--- src/rtl/buzzer_tone_driver.sv ---
// Piezo square-wave driver fed by a one-hot note code, with an articulation gap on note changes.
// Optional macro PIEZO_DIFF_EN adds a complementary piezo_n pin for bridge drive.
module buzzer_tone_driver #(
  parameter int CLK_HZ     = 50000000,
  parameter int CNT_W      = 24,
  parameter int GAP_CYCLES = 1000
) (
  input  logic        clock,
  input  logic        reset,
  input  logic [12:0] beat,
  input  logic        light,
  output logic        piezo,
  output logic        led,
  output logic        note_active,
  output logic [3:0]  cur_note,
  output logic        code_err
`ifdef PIEZO_DIFF_EN
  ,
  output logic        piezo_n
`endif
);

  typedef enum logic [1:0] {
    S_IDLE,
    S_GAP,
    S_TONE
  } state_t;

  function automatic logic [CNT_W-1:0] half_of(input int freq);
    int h;
    h = CLK_HZ / (2 * freq);
    if (h < 1) h = 1;
    return CNT_W'(h);
  endfunction

  // Entries 13..15 are never selected; they only pad the table to the index width.
  localparam logic [CNT_W-1:0] HALF_TBL [16] = '{
    half_of(262), half_of(277), half_of(294), half_of(311),
    half_of(330), half_of(349), half_of(370), half_of(392),
    half_of(415), half_of(440), half_of(466), half_of(494),
    half_of(523), CNT_W'(1), CNT_W'(1), CNT_W'(1)
  };

  localparam logic [CNT_W-1:0] GAP_LOAD = (GAP_CYCLES > 0) ? CNT_W'(GAP_CYCLES - 1) : '0;

  logic [12:0]      r_beat_q;
  logic             r_led;
  state_t           r_state;
  logic [CNT_W-1:0] r_cnt;
  logic             r_piezo;
  logic [3:0]       r_note;

  state_t           w_state_next;
  logic [CNT_W-1:0] w_cnt_next;
  logic             w_piezo_next;
  logic [3:0]       w_note_next;
  logic             w_valid;
  logic             w_invalid;
  logic [3:0]       w_idx;
  logic [CNT_W-1:0] w_half;

  assign w_valid   = (r_beat_q != '0) && ((r_beat_q & (r_beat_q - 13'd1)) == '0);
  assign w_invalid = (r_beat_q != '0) && !w_valid;
  assign w_half    = HALF_TBL[w_idx];

  always_comb begin
    w_idx = 4'd0;
    for (int i = 0; i < 13; i++) begin
      if (r_beat_q[i]) w_idx = 4'(i);
    end
  end

  always_ff @(posedge clock or posedge reset) begin
    if (reset) begin
      r_beat_q <= '0;
      r_led    <= 1'b0;
      r_state  <= S_IDLE;
      r_cnt    <= '0;
      r_piezo  <= 1'b0;
      r_note   <= 4'd0;
    end else begin
      r_beat_q <= beat;
      r_led    <= light;
      r_state  <= w_state_next;
      r_cnt    <= w_cnt_next;
      r_piezo  <= w_piezo_next;
      r_note   <= w_note_next;
    end
  end

  always_comb begin
    w_state_next = r_state;
    w_cnt_next   = r_cnt;
    w_piezo_next = r_piezo;
    w_note_next  = r_note;
    case (r_state)
      S_IDLE: begin
        w_piezo_next = 1'b0;
        if (w_valid) begin
          w_state_next = S_TONE;
          w_note_next  = w_idx;
          w_cnt_next   = w_half - CNT_W'(1);
          w_piezo_next = 1'b1;
        end
      end
      S_TONE: begin
        if (!w_valid) begin
          w_state_next = S_IDLE;
          w_piezo_next = 1'b0;
          w_cnt_next   = '0;
        end else if (w_idx == r_note) begin
          // Same note held: free-run so the phase is never disturbed.
          if (r_cnt == '0) begin
            w_piezo_next = ~r_piezo;
            w_cnt_next   = w_half - CNT_W'(1);
          end else begin
            w_cnt_next = r_cnt - CNT_W'(1);
          end
        end else if (GAP_CYCLES > 0) begin
          w_state_next = S_GAP;
          w_piezo_next = 1'b0;
          w_cnt_next   = GAP_LOAD;
        end else begin
          w_note_next  = w_idx;
          w_cnt_next   = w_half - CNT_W'(1);
          w_piezo_next = 1'b1;
        end
      end
      S_GAP: begin
        w_piezo_next = 1'b0;
        if (!w_valid) begin
          w_state_next = S_IDLE;
          w_cnt_next   = '0;
        end else if (r_cnt == '0) begin
          // The gap ends on whatever note is present now, not the one that started it.
          w_state_next = S_TONE;
          w_note_next  = w_idx;
          w_cnt_next   = w_half - CNT_W'(1);
          w_piezo_next = 1'b1;
        end else begin
          w_cnt_next = r_cnt - CNT_W'(1);
        end
      end
      default: begin
        w_state_next = S_IDLE;
        w_piezo_next = 1'b0;
        w_cnt_next   = '0;
      end
    endcase
  end

  assign piezo       = r_piezo;
  assign led         = r_led;
  assign note_active = (r_state == S_TONE);
  assign cur_note    = note_active ? r_note : 4'd0;
  assign code_err    = w_invalid;

`ifdef PIEZO_DIFF_EN
  assign piezo_n = note_active & ~r_piezo;
`endif

endmodule
--- config.mk ---
export PLATFORM = sky130hd
export DESIGN_NAME = buzzer_tone_driver
export DESIGN_NICKNAME = d
export VERILOG_FILES = /design/src/rtl/buzzer_tone_driver.sv
export SDC_FILE = /design/constraint.sdc
export NUM_CORES = 1
export LEC_CHECK = 0
export CAP_MARGIN = 10
export CORE_MARGIN = 2
export CORE_UTILIZATION = 54
export CTS_CLUSTER_SIZE = 8
export DETAILED_ROUTE_END_ITERATION = 8
export PLACE_DENSITY_LB_ADDON = 0.08
export SLEW_MARGIN = 40
export SYNTH_ARGS = -nofsm -noshare
export SYNTH_HDL_FRONTEND = slang
export SYNTH_SLANG_ARGS = --single-unit
--- constraint.sdc ---
create_clock -name clock -period 3.7 [get_ports clock]
set_input_delay 0.555 -clock clock [delete_from_list [all_inputs] [get_ports clock]]
set_output_delay 0.555 -clock clock [all_outputs]
set_load 0.05 [all_outputs]
Yosys cells after proc, flatten, opt, wreduce, memory -nomap -nowiden --
Memories as Yosys holds them, arrays and structs flattened. Cells that the tools add are included.
Word-level totals: flip-flop bits (word level) 45, ROM bits 384, output and inout bits 8, logic and storage cells 71, memories kept 1
Operators by class: add/sub/neg operators 3, magnitude comparators 1, eq/ne operators 9, multiplexer cells 38, bitwise logic cells 3, reduce and logical (&&, ||, !) cells 10
Memory list:
- (no name shown) | depth 16, bits a word 24, read ports 1, clocked after Yosys merged registers in 0, wr ports 0, line 64 | assign w_half = HALF_TBL[w_idx];
Operator list (number):
- 2-to-1 mux 24 bit | 7
- one-hot mux 24 bit (3 select lines) | 1
- 2-to-1 mux 4 bit | 15
- subtractor 24 x 1 -> 24 bit, second input constant | 2
- logical NOT 24 bit | 1
- bitwise AND 13 bit | 1
- logical NOT 13 bit | 1
- nonzero test 13 bit | 1
- subtractor 13 x 1 -> 13 bit, second input constant | 1
- 2-to-1 mux 2 bit | 5
- one-hot mux 4 bit (2 select lines) | 1
- 2-to-1 mux 1 bit | 7
- != test 2 bit, second input constant | 3
- != test 3 bit, second input constant | 2
- one-hot mux 2 bit (3 select lines) | 1
- greater-or-equal comparator 5 bit, second input constant | 1
- NOT 4 -> 5 bit | 1
- equality test 4 bit | 1
- != test 4 x 3 -> 1 bit, second input constant | 1
- AND reduction 4 bit | 1
- one-hot mux 1 bit (3 select lines) | 1
- AND reduction 3 bit | 1
- equality test 2 x 1 -> 1 bit, second input constant | 1
- equality test 2 bit, second input constant | 1
- 5 further kinds | 6

Depth between registers and ports, before layout --
Gate-level depths: netlist (run 1).
word-level depth 21, depth in mapped cells 16, gate-level depth less buffers 15

Least setup slack after synthesis (run 1) --
OpenSTA, ideal clock, no wires.
kind register -> register, start register r_beat_q[8], end register r_cnt[11], library setup time 0.126 ns, arrival time 3.375 ns, setup slack 0.199 ns, cell stages (with the launch flop) 15, path buffers 1, clock period less this slack 3.501 ns, path through dfrtp_1 > or4_1 > buf_6 > a31o_1 > o21bai_4 > inv_1 > ha_1 > inv_1 > or3_1 > a21oi_2 > o211ai_2 > nor2_2 > a21oi_1 > o22a_1 > a221o_1
On the way: longest elaborated chain between the ends 14, elaborated cells on any way between the ends 23, classes of those cells add/sub (2); eq/ne (2); mux (13); bitwise (2); reduce/logical (3); memory (1)
Ends and longest elaborated chain:
- from (decl) | line 46 | logic [12:0] r_beat_q;
- from (signal assigned) | line 82 | r_beat_q <= beat;
- 2-to-1 mux 4 bit (*) (5 in a row) | line 69 | if (r_beat_q[i]) w_idx = 4'(i);
- named net w_idx[0] | line 59 | logic [3:0] w_idx;
- NOT 4 -> 5 bit (not written as such) | line 64
- memory (16 x 24 bit)
- 2-to-1 mux 24 bit (not written as such) (2 in a row) | line 64
- subtractor 24 x 1 -> 24 bit | line 102, 115, 138
- 2-to-1 mux 24 bit | line 113, 134
- 2-to-1 mux 24 bit | line 111 | end else if (w_idx == r_note) begin
- 2-to-1 mux 24 bit | line 107 | if (!w_valid) begin
- one-hot mux 24 bit (3 select lines) (*) | line 96 | case (r_state)
- to (signal assigned) | line 85 | r_cnt <= w_cnt_next;
- to (decl) | line 49 | logic [CNT_W-1:0] r_cnt;
The timed path passes the listed nets; every way through them passes the cells marked *. The select of a mux whose other input is x is not followed. A chain may end at the register's enable or synchronous reset.

Final worst setup path (run 1) --
start register r_beat_q[10], end register r_cnt[18]
On the way: longest elaborated chain between the ends 12, elaborated cells on any way between the ends 21, classes of those cells add/sub (2); eq/ne (2); mux (11); bitwise (2); reduce/logical (3); memory (1)
Ends and longest elaborated chain (line):
- 2-to-1 mux 4 bit (*) (3 in a row) | 69
- named net w_idx[0] | 59
- NOT 4 -> 5 bit (not written as such) | 64
- memory (16 x 24 bit)
- 2-to-1 mux 24 bit (not written as such) (2 in a row) | 64
- subtractor 24 x 1 -> 24 bit | 102, 115, 138
- 2-to-1 mux 24 bit | 113, 134
- 2-to-1 mux 24 bit | 111
- 2-to-1 mux 24 bit | 107
- one-hot mux 24 bit (3 select lines) (*) | 96
Marks and branches as above.

==> qor.csv, run 1 <==
metric,value,unit
fin_nets,493,
setup_viol,0,
synthAdderAreaFrac,5.55,%
final_area,4080,sq um
synth-edff-count,0,
grt_pass1_vias,3257,
synthMuxAreaShare,1.18,%
tns,0,ns
syn_area,3600,sq um
die_y,85.7,um
routed_wirelength,9840,um
cts_hold_buf,0,
grt_usage,28.0,%
detail_route.iter0.violations,371,
ios,24,
post-place-ws,0.252,ns
die_area,7350,sq um
path_cells,"or4_1, a31o_1, o21bai_4, inv_1, ha_1, inv_1, or3_1, a21oi_2, nand2_2, nor2_2, nor2_1, or4b_1, nand3_1",
worst_pin_slew,0.829,ns
core_area,6390,sq um
ys_types,82,
grt_overflow_total,0,
status,"finished, final reports clean",
clockBufferDepth,2,
num_vias,3476,
layout_commonest_cell,dfrtp_1,
cpPeakStageDelay,0.54,ns
cts_sinks,45,
drv_cap,0,
period_needed,3.50,ns
synthArstFlopShare,100,%
dr.pass1.iters,5,
finalHoldViolCount,0,
num_rows,29,
drive_above_1_share,13.6,%
post-cts-setup-buffer-count,0,
relSlewSlack,44.2,%
peakVddDrop,0.279,mV
clock_skew,0.00853,ns
die_x,85.7,um
synth-seq-cells,45,
syn_area_per_cell,8.40,sq um
port-buffer-count,23,
cts_tree,done,
final_cell_mix,"45 x dfrtp_1, 44 x nor2_1, 42 x nand2_1",
clockRootBuffer,clkbuf_8,
cp_max_fo,7,
ys.flop_type,dfrtp_1,
routabilityCongestion,0.965,
hold_path_class,flop to flop,
wl_per_cell,18.3,um
report.final.slew_viol_count,0,
utilization,63.9,%
dp_hpwl,7440,um
pwr_density_cell,356,nW/um^2
worst_setup_path_start_kind,flop,
synth_top_family_by_area,simple AND/OR/NAND/NOR gates,
yosysWarnings,0,
ys_seq_area_share,31.2,%
route.detailed.drc,0,
ant_nets,0,
syn-num-nets,461,
slowest_stage,or4_1,
rsz0062_at_grt,no,
htree_levels,2,
synth-compound-area-share,26.5,%
setup_ws,0.200,ns
critPathMostFrequentCell,inv_1,
grt_pass1_wl,16300,um
clk_latency,0.31,ns
synthToLayoutAreaGrowth,13.2,%
initial_core_util,56.4,%
leakagePower,1.75,nW
path_clk_slew,0.09,ns
final_cell_count_no_fill,539,
syn_inst,429,
place_inst,531,
worstPathArrival,3.75,ns
diodes,0,
crit_type,flop to flop,
required,3.95,ns
synth_xor_area_share,3.37,%
placed_area,3980,sq um
endpoint_kind,flop,
timing.final.crit_share,94.6,%
grt_max_degree,46,
synthSimpleGateAreaFrac,28.0,%
max_freq,0.286,GHz
cts_buffers,5,
detail_route.vias_per_cell,6.45,
antenna_found_initial,0,
cts_resized,0,
==> flip-flops by register name, indices dropped and copies added (netlist names) <==
signal    cells
r_cnt        24
r_beat_q     13
r_note        4
r_state       2
led           1
piezo         1
==> synth_stat cells (all sizes together) (5+ instances only) <==
cell / n / area [sq um]
o211ai: 6 / 50.1
a21oi: 32 / 168
nand2: 45 / 186
dfrtp: 45 / 1130
nand3: 19 / 95.1
and2: 6 / 37.5
o21ai: 36 / 184
nor4: 13 / 100
ha: 16 / 200
clkbuf: 8 / 31.3
xnor2: 7 / 61.3
or2: 5 / 31.3
buf: 9 / 58.8
nor3: 15 / 75.1
xor2: 6 / 60.1
or3: 9 / 56.3
a31oi: 5 / 31.3
nand2b: 5 / 33.8
o31ai: 7 / 52.6
inv: 16 / 60.1
nand4: 5 / 37.5
nor2: 48 / 209
==> cell type report <==
class | instances | area [sq um]
inverters | 16 | 62.6
clock inverters | 2 | 13.8
clock buffers | 6 | 82.6
multi-input cells | 351 | 2330
well taps | 77 | 96.3
flip-flops and latches | 45 | 1130
fillers | 565 | 2310
repair buffers | 42 | 370
==> through the flow <==
step / power [mW] / hold slack, ns
6_report: 1.45 / 0.551
5_1_grt: 1.53 / 0.574
4_1_cts: 1.44 / 0.553
3_5_place_dp: 1.11 / 0.529
3_3_place_gp: 1.11 / 0.518
2_1_floorplan: 0.931 / 0.491
==> final timing paths <==
path / slack, ns / from / depth (start not counted) / end
setup reg to reg: 0.20 / r_beat_q[10] / 13 / r_cnt[18]
max in group asynchronous: 2.65 / reset / 2 / piezo
hold reg to reg: 0.55 / r_cnt[15] / 2 / r_cnt[15]
min in group asynchronous: 0.65 / reset / 2 / r_beat_q[12]
hold / removal: 0.55 / r_cnt[15] / 2 / r_cnt[15]
setup / recovery: 0.20 / r_beat_q[10] / 13 / r_cnt[18]
==> logic make-up after synthesis <==
logic type | after synthesis
AO/OA/AOI/OAI | 132
XOR/XNOR | 13
adder cells (fa/ha/maj) | 16
buffers and inverters | 33
flip-flops | 45
multiplexers | 4
AND/OR/NAND/NOR | 186
==> report_power, final <==
part / switching [mW] / internal (mW) / total (mW)
clock network: 0.181 / 0.152 / 0.332
logic: 0.361 / 0.219 / 0.580
registers: 0.0285 / 0.511 / 0.540
==> worst max-delay path: cells and delay by family, from the launching register on <==
kind	cells	cell delay, ns
and+or+nand+nor	7	1.95
AOI/OAI and AO/OA	3	0.64
adders and majority gates	1	0.19
buffers and inverters	2	0.21
DFF	1	0.44
==> per-layer routing <==
layer | vias up | share of wire (%) | GRT usage (%)
met2 | 146 | 46 | 43.7
met4 | 0 | 3.2 | 11.7
met3 | 25 | 7.3 | 4.14
li1 | 1667 | - | -
met5 | - | 0 | 0
met1 | 1638 | 43 | 38.8
Power figures use the tool's default switching activity.
==> run 2: changes to the inputs <==
--- a/config.mk
+++ b/config.mk
@@ -6,8 +6,11 @@
 export NUM_CORES = 1
 export LEC_CHECK = 0
 export CAP_MARGIN = 10
+export CELL_PAD_IN_SITES_DETAIL_PLACEMENT = 1
+export CELL_PAD_IN_SITES_GLOBAL_PLACEMENT = 2
+export CORE_ASPECT_RATIO = 1.25
 export CORE_MARGIN = 2
-export CORE_UTILIZATION = 54
+export CORE_UTILIZATION = 33
 export CTS_CLUSTER_SIZE = 8
 export DETAILED_ROUTE_END_ITERATION = 8
 export PLACE_DENSITY_LB_ADDON = 0.08
==> qor.csv, run 2 (same netlist as run 1, synthesis figures left out) <==
metric,value,unit
rsz0062_at_grt,yes,
intPower,1.09,mW
diodes,0,
status,"finished, final reports clean",
p_sw_share,36.9,%
seq_power_share,31.2,%
period_needed,3.51,ns
final_cell_mix,"45 x dfrtp_1, 44 x nor2_1, 42 x nand2_1",
holdWs,0.545,ns
ios,24,
fin_nets,497,
ant_nets,0,
drv_cap,0,
clockBufferDepth,2,
required,3.88,ns
clockRootBuffer,clkbuf_16,
post-cts-setup-buffer-count,0,
clock_skew,0.00861,ns
die_area,11800,sq um
detail_route.vias_per_cell,5.78,
top_regs,"r_cnt: 24 flops, r_beat_q: 13 flops, r_note: 4 flops",
cts_buffers,5,
fillers,1279,
pwr-share-clk,31.5,%
regMostFlops,r_cnt,
grt_pass1_vias,3657,
cts_tree,done,
cpPeakStageDelay,0.58,ns
relSlewSlack,50.5,%
routabilityCongestion,0.942,
leakagePower,1.80,nW
report.final.slew_viol_count,0,
initial_core_util,34.0,%
grt_overflow_total,0,
htree_levels,2,
grt_pass1_wl,20400,um
num_vias,3454,
core_area,10600,sq um
worst_pin_slew,0.743,ns
setup_viol,0,
antenna_found_initial,0,
detail_route.iter0.violations,120,
finalHoldViolCount,0,
wl_per_cell,20.7,um
worstPathArrival,3.69,ns
path_buf_inv,2,
die_x,97.5,um
dp_hpwl,9670,um
clk_latency,0.30,ns
grt_max_degree,46,
netSwitchingPower,0.635,mW
path_cells,"or4_1, a31o_1, o21bai_4, inv_2, ha_2, inv_1, or3_1, a21oi_2, o211ai_2, nor2_4, a21oi_1, o22a_1, a221o_1",
critPathTopFamily,compound AO/OA/AOI/OAI gates,
slowest_stage,or4_1,
max_freq,0.285,GHz
route.detailed.drc,0,
peakVddDrop,0.158,mV
place_inst,590,
path_clk_slew,0.07,ns
largest_register_ffs,24,
final_cell_count_no_fill,598,
cts_sinks,45,
drive_above_1_share,15.2,%
grt_usage,21.8,%
die_y,121,um
num_rows,42,
synthToLayoutAreaGrowth,18.9,%
endpoint_kind,flop,
layout_commonest_cell,dfrtp_1,
dr.pass1.iters,4,
worst_setup_path_start_kind,flop,
hold_path_class,flop to flop,
multi_input_area,2360,sq um
cp_max_fo,6,
timing.final.crit_share,94.9,%
combinationalPowerShare,37.3,%
routed_wirelength,12400,um
seqCellArea,1130,sq um
crit_type,flop to flop,
pwr_density_cell,402,nW/um^2
fin_total_pwr,1.72,mW
port-buffer-count,23,
==> run 2: timing repair <==
| item | 4_1_cts | 5_1_grt |
|---|---|---|
| gates resized for setup | 0 | 7 |
| endpoints found under the setup margin | 0 | 9 |
| hold buffers | 0 | 0 |
==> run 2: path summary, 6_finish.rpt <==
check                             to   startpoint  cells after the start  slack, ns
setup reg to reg           r_cnt[11]  r_beat_q[8]                     13       0.19
hold / removal             r_cnt[15]    r_cnt[15]                      2       0.55
max in group asynchronous   r_cnt[9]        reset                      2       2.59
setup / recovery           r_cnt[11]  r_beat_q[8]                     13       0.19
hold reg to reg            r_cnt[15]    r_cnt[15]                      2       0.55
min in group asynchronous  r_note[0]        reset                      2       0.69
==> run 2: power by group through the flow <==
stage | clock network (mW) | logic [mW] | registers (mW)
final | 0.542 | 0.643 | 0.538
after detailed placement | 0 | 0.632 | 0.546
after floorplan | 0 | 0.391 | 0.540
after global routing | 0.576 | 0.700 | 0.541
after global placement | 0 | 0.629 | 0.546
after CTS | 0.556 | 0.635 | 0.537
==> run 2: worst reg2reg max path, stage by stage (launching register included) <==
cell and delay (ns):
dfrtp_1 0.42, or4_1 0.58, a31o_1 0.25, o21bai_4 0.21, inv_2 0.12, ha_2 0.23
inv_1 0.09, or3_1 0.39, a21oi_2 0.19, o211ai_2 0.17, nor2_4 0.16, a21oi_1 0.08
o22a_1 0.18, a221o_1 0.34
==> run 2: cell type report <==
cell class | count | share of cell area [%]
flip-flops and latches | 45 | 26.3
repair buffers | 46 | 9.34
inverters | 16 | 1.46
well taps | 132 | 3.85
multi-input cells | 351 | 55.0
clock buffers | 7 | 3.33
clock inverters | 1 | 0.701
==> run 2: routing by layer <==
layer	vias to the layer above	track usage, %	part of all wire (%)
met5	-	0	0
met4	0	7.20	2.1
met3	14	2.53	2.0
met2	44	38.5	50
met1	1724	27.7	46
li1	1672	-	-
==> run 2: metrics by stage <==
step,instance area [sq um],utilization (%),setup slack (ns),setup TNS [ns]
2_1_floorplan,3600,-,0.199,0
3_3_place_gp,4080,38.4,0.138,0
3_5_place_dp,4080,38.5,0.0503,0
4_1_cts,4260,40.1,0.0342,0
5_1_grt,4290,40.4,-0.0204,-0.0204
6_report,4290,40.4,0.189,0
==> run 3: changes to the inputs <==
--- a/config.mk
+++ b/config.mk
@@ -14,7 +14,7 @@
 export CTS_CLUSTER_SIZE = 8
 export DETAILED_ROUTE_END_ITERATION = 8
 export PLACE_DENSITY_LB_ADDON = 0.08
-export SLEW_MARGIN = 40
+export SLEW_MARGIN = 0
 export SYNTH_ARGS = -nofsm -noshare
 export SYNTH_HDL_FRONTEND = slang
 export SYNTH_SLANG_ARGS = --single-unit
==> qor.csv, run 3 (same netlist as run 1, synthesis figures left out) <==
metric,value,unit
report.final.slew_viol_count,0,
finalHoldViolCount,0,
core_area,10600,sq um
detail_route.vias_per_cell,5.75,
cts_tree,done,
clockBufferDepth,2,
grt_pass1_wl,20800,um
htree_levels,2,
relSlewSlack,24.6,%
place_inst,590,
cts_buffers,5,
routed_wirelength,12500,um
drv_cap,0,
leakagePower,1.80,nW
final_cell_mix,"45 x dfrtp_1, 44 x nor2_1, 42 x nand2_1",
period_needed,3.52,ns
max_freq,0.284,GHz
tns,0,ns
die_area,11800,sq um
netSwitchingPower,0.627,mW
worst_pin_slew,1.12,ns
path_clk_slew,0.07,ns
combinationalPowerShare,37.7,%
final_cell_count_no_fill,598,
grt_overflow_total,0,
cts_sinks,45,
grt_pass1_vias,3700,
top_regs,"r_cnt: 24 flops, r_beat_q: 13 flops, r_note: 4 flops",
clock_skew,0.00685,ns
setup_viol,0,
status,"finished, final reports clean",
pwr-share-clk,30.9,%
p_sw_share,36.6,%
die_x,97.5,um
detail_route.iter0.violations,97,
crit_type,flop to flop,
utilization,40.5,%
grt_usage,22.1,%
timing.final.crit_share,95.2,%
fin_total_pwr,1.71,mW
regMostFlops,r_cnt,
worstPathArrival,3.75,ns
antenna_found_initial,0,
route.detailed.drc,0,
hold_path_class,flop to flop,
grt_max_degree,46,
worst_setup_path_start_kind,flop,
fin_nets,497,
die_y,121,um
endpoint_kind,flop,
ant_nets,0,
intPower,1.09,mW
num_vias,3441,
routabilityCongestion,0.942,
cts_hold_buf,0,
dp_hpwl,9710,um
seq_power_share,31.4,%
cp_max_fo,7,
peakVddDrop,0.156,mV
clk_latency,0.29,ns
port-buffer-count,23,
layout_commonest_cell,dfrtp_1,
ios,24,
synthToLayoutAreaGrowth,19.1,%
dr.pass1.iters,4,
wl_per_cell,20.9,um
required,3.92,ns
pwr_density_cell,399,nW/um^2
clockRootBuffer,clkbuf_16,
num_rows,42,
largest_register_ffs,24,
diodes,0,
drive_above_1_share,15.0,%
initial_core_util,34.0,%
-- run 3: timing repair --
action	CTS	global route
buffers inserted	0	0
gates resized for setup	0	9
endpoints found under the setup margin	0	9
-- run 3: area by class of cell --
| class | instances | area (sq um) |
|---|---|---|
| Multi-Input combinational cell | 351 | 2370 |
| Tap cell | 132 | 165 |
| Clock buffer | 7 | 143 |
| Fill cell | 1263 | 6320 |
| Clock inverter | 1 | 30.0 |
| Inverter | 16 | 60.1 |
| Sequential cell | 45 | 1130 |
| Timing Repair Buffer | 46 | 400 |
-- run 3: final timing paths --
kind | end | depth (start not counted) | slack, ns | start
worst max-delay path | r_cnt[18] | 13 | 0.18 | r_beat_q[8]
worst min-delay path | r_cnt[15] | 2 | 0.54 | r_cnt[15]
worst max register to register | r_cnt[18] | 13 | 0.18 | r_beat_q[8]
worst min register to register | r_cnt[15] | 2 | 0.54 | r_cnt[15]
max in group asynchronous | piezo | 2 | 2.19 | reset
min in group asynchronous | r_cnt[11] | 2 | 0.86 | reset
-- run 3: routing by layer --
metal | global-route usage [%] | vias to the layer above | part of all wire [%]
met5 | 0 | - | 0
met3 | 2.42 | 11 | 1.9
li1 | - | 1676 | -
met1 | 28.3 | 1712 | 46
met2 | 39.5 | 42 | 51
met4 | 5.90 | 0 | 1.3
-- run 3: power by group through the flow --
stage	Combinational (mW)	Clock, mW	Sequential [mW]
5_1_grt	0.710	0.569	0.541
6_report	0.647	0.530	0.538
4_1_cts	0.639	0.550	0.537
3_5_place_dp	0.636	0	0.546
2_1_floorplan	0.391	0	0.540
3_3_place_gp	0.629	0	0.546
-- run 3: through the flow --
stage | area (sq um) | hold slack, ns | setup slack, ns
after floorplan | 3600 | 0.491 | 0.199
after global placement | 4080 | 0.521 | 0.138
after CTS | 4250 | 0.538 | 0.0209
after detailed placement | 4080 | 0.520 | 0.0384
final | 4290 | 0.535 | 0.178
after global routing | 4290 | 0.578 | -0.00442
-- run 3: worst max-delay path, stage by stage (launching register included) --
cell and delay (ns):
dfrtp_1 0.42, or4_1 0.57, a31o_1 0.25, o21bai_4 0.21, inv_2 0.12, ha_2 0.24, inv_1 0.10, or3_1 0.42
a21oi_4 0.19, nand2_2 0.14, nor2_4 0.17, nor2_1 0.09, or4b_1 0.46, nand3_1 0.09
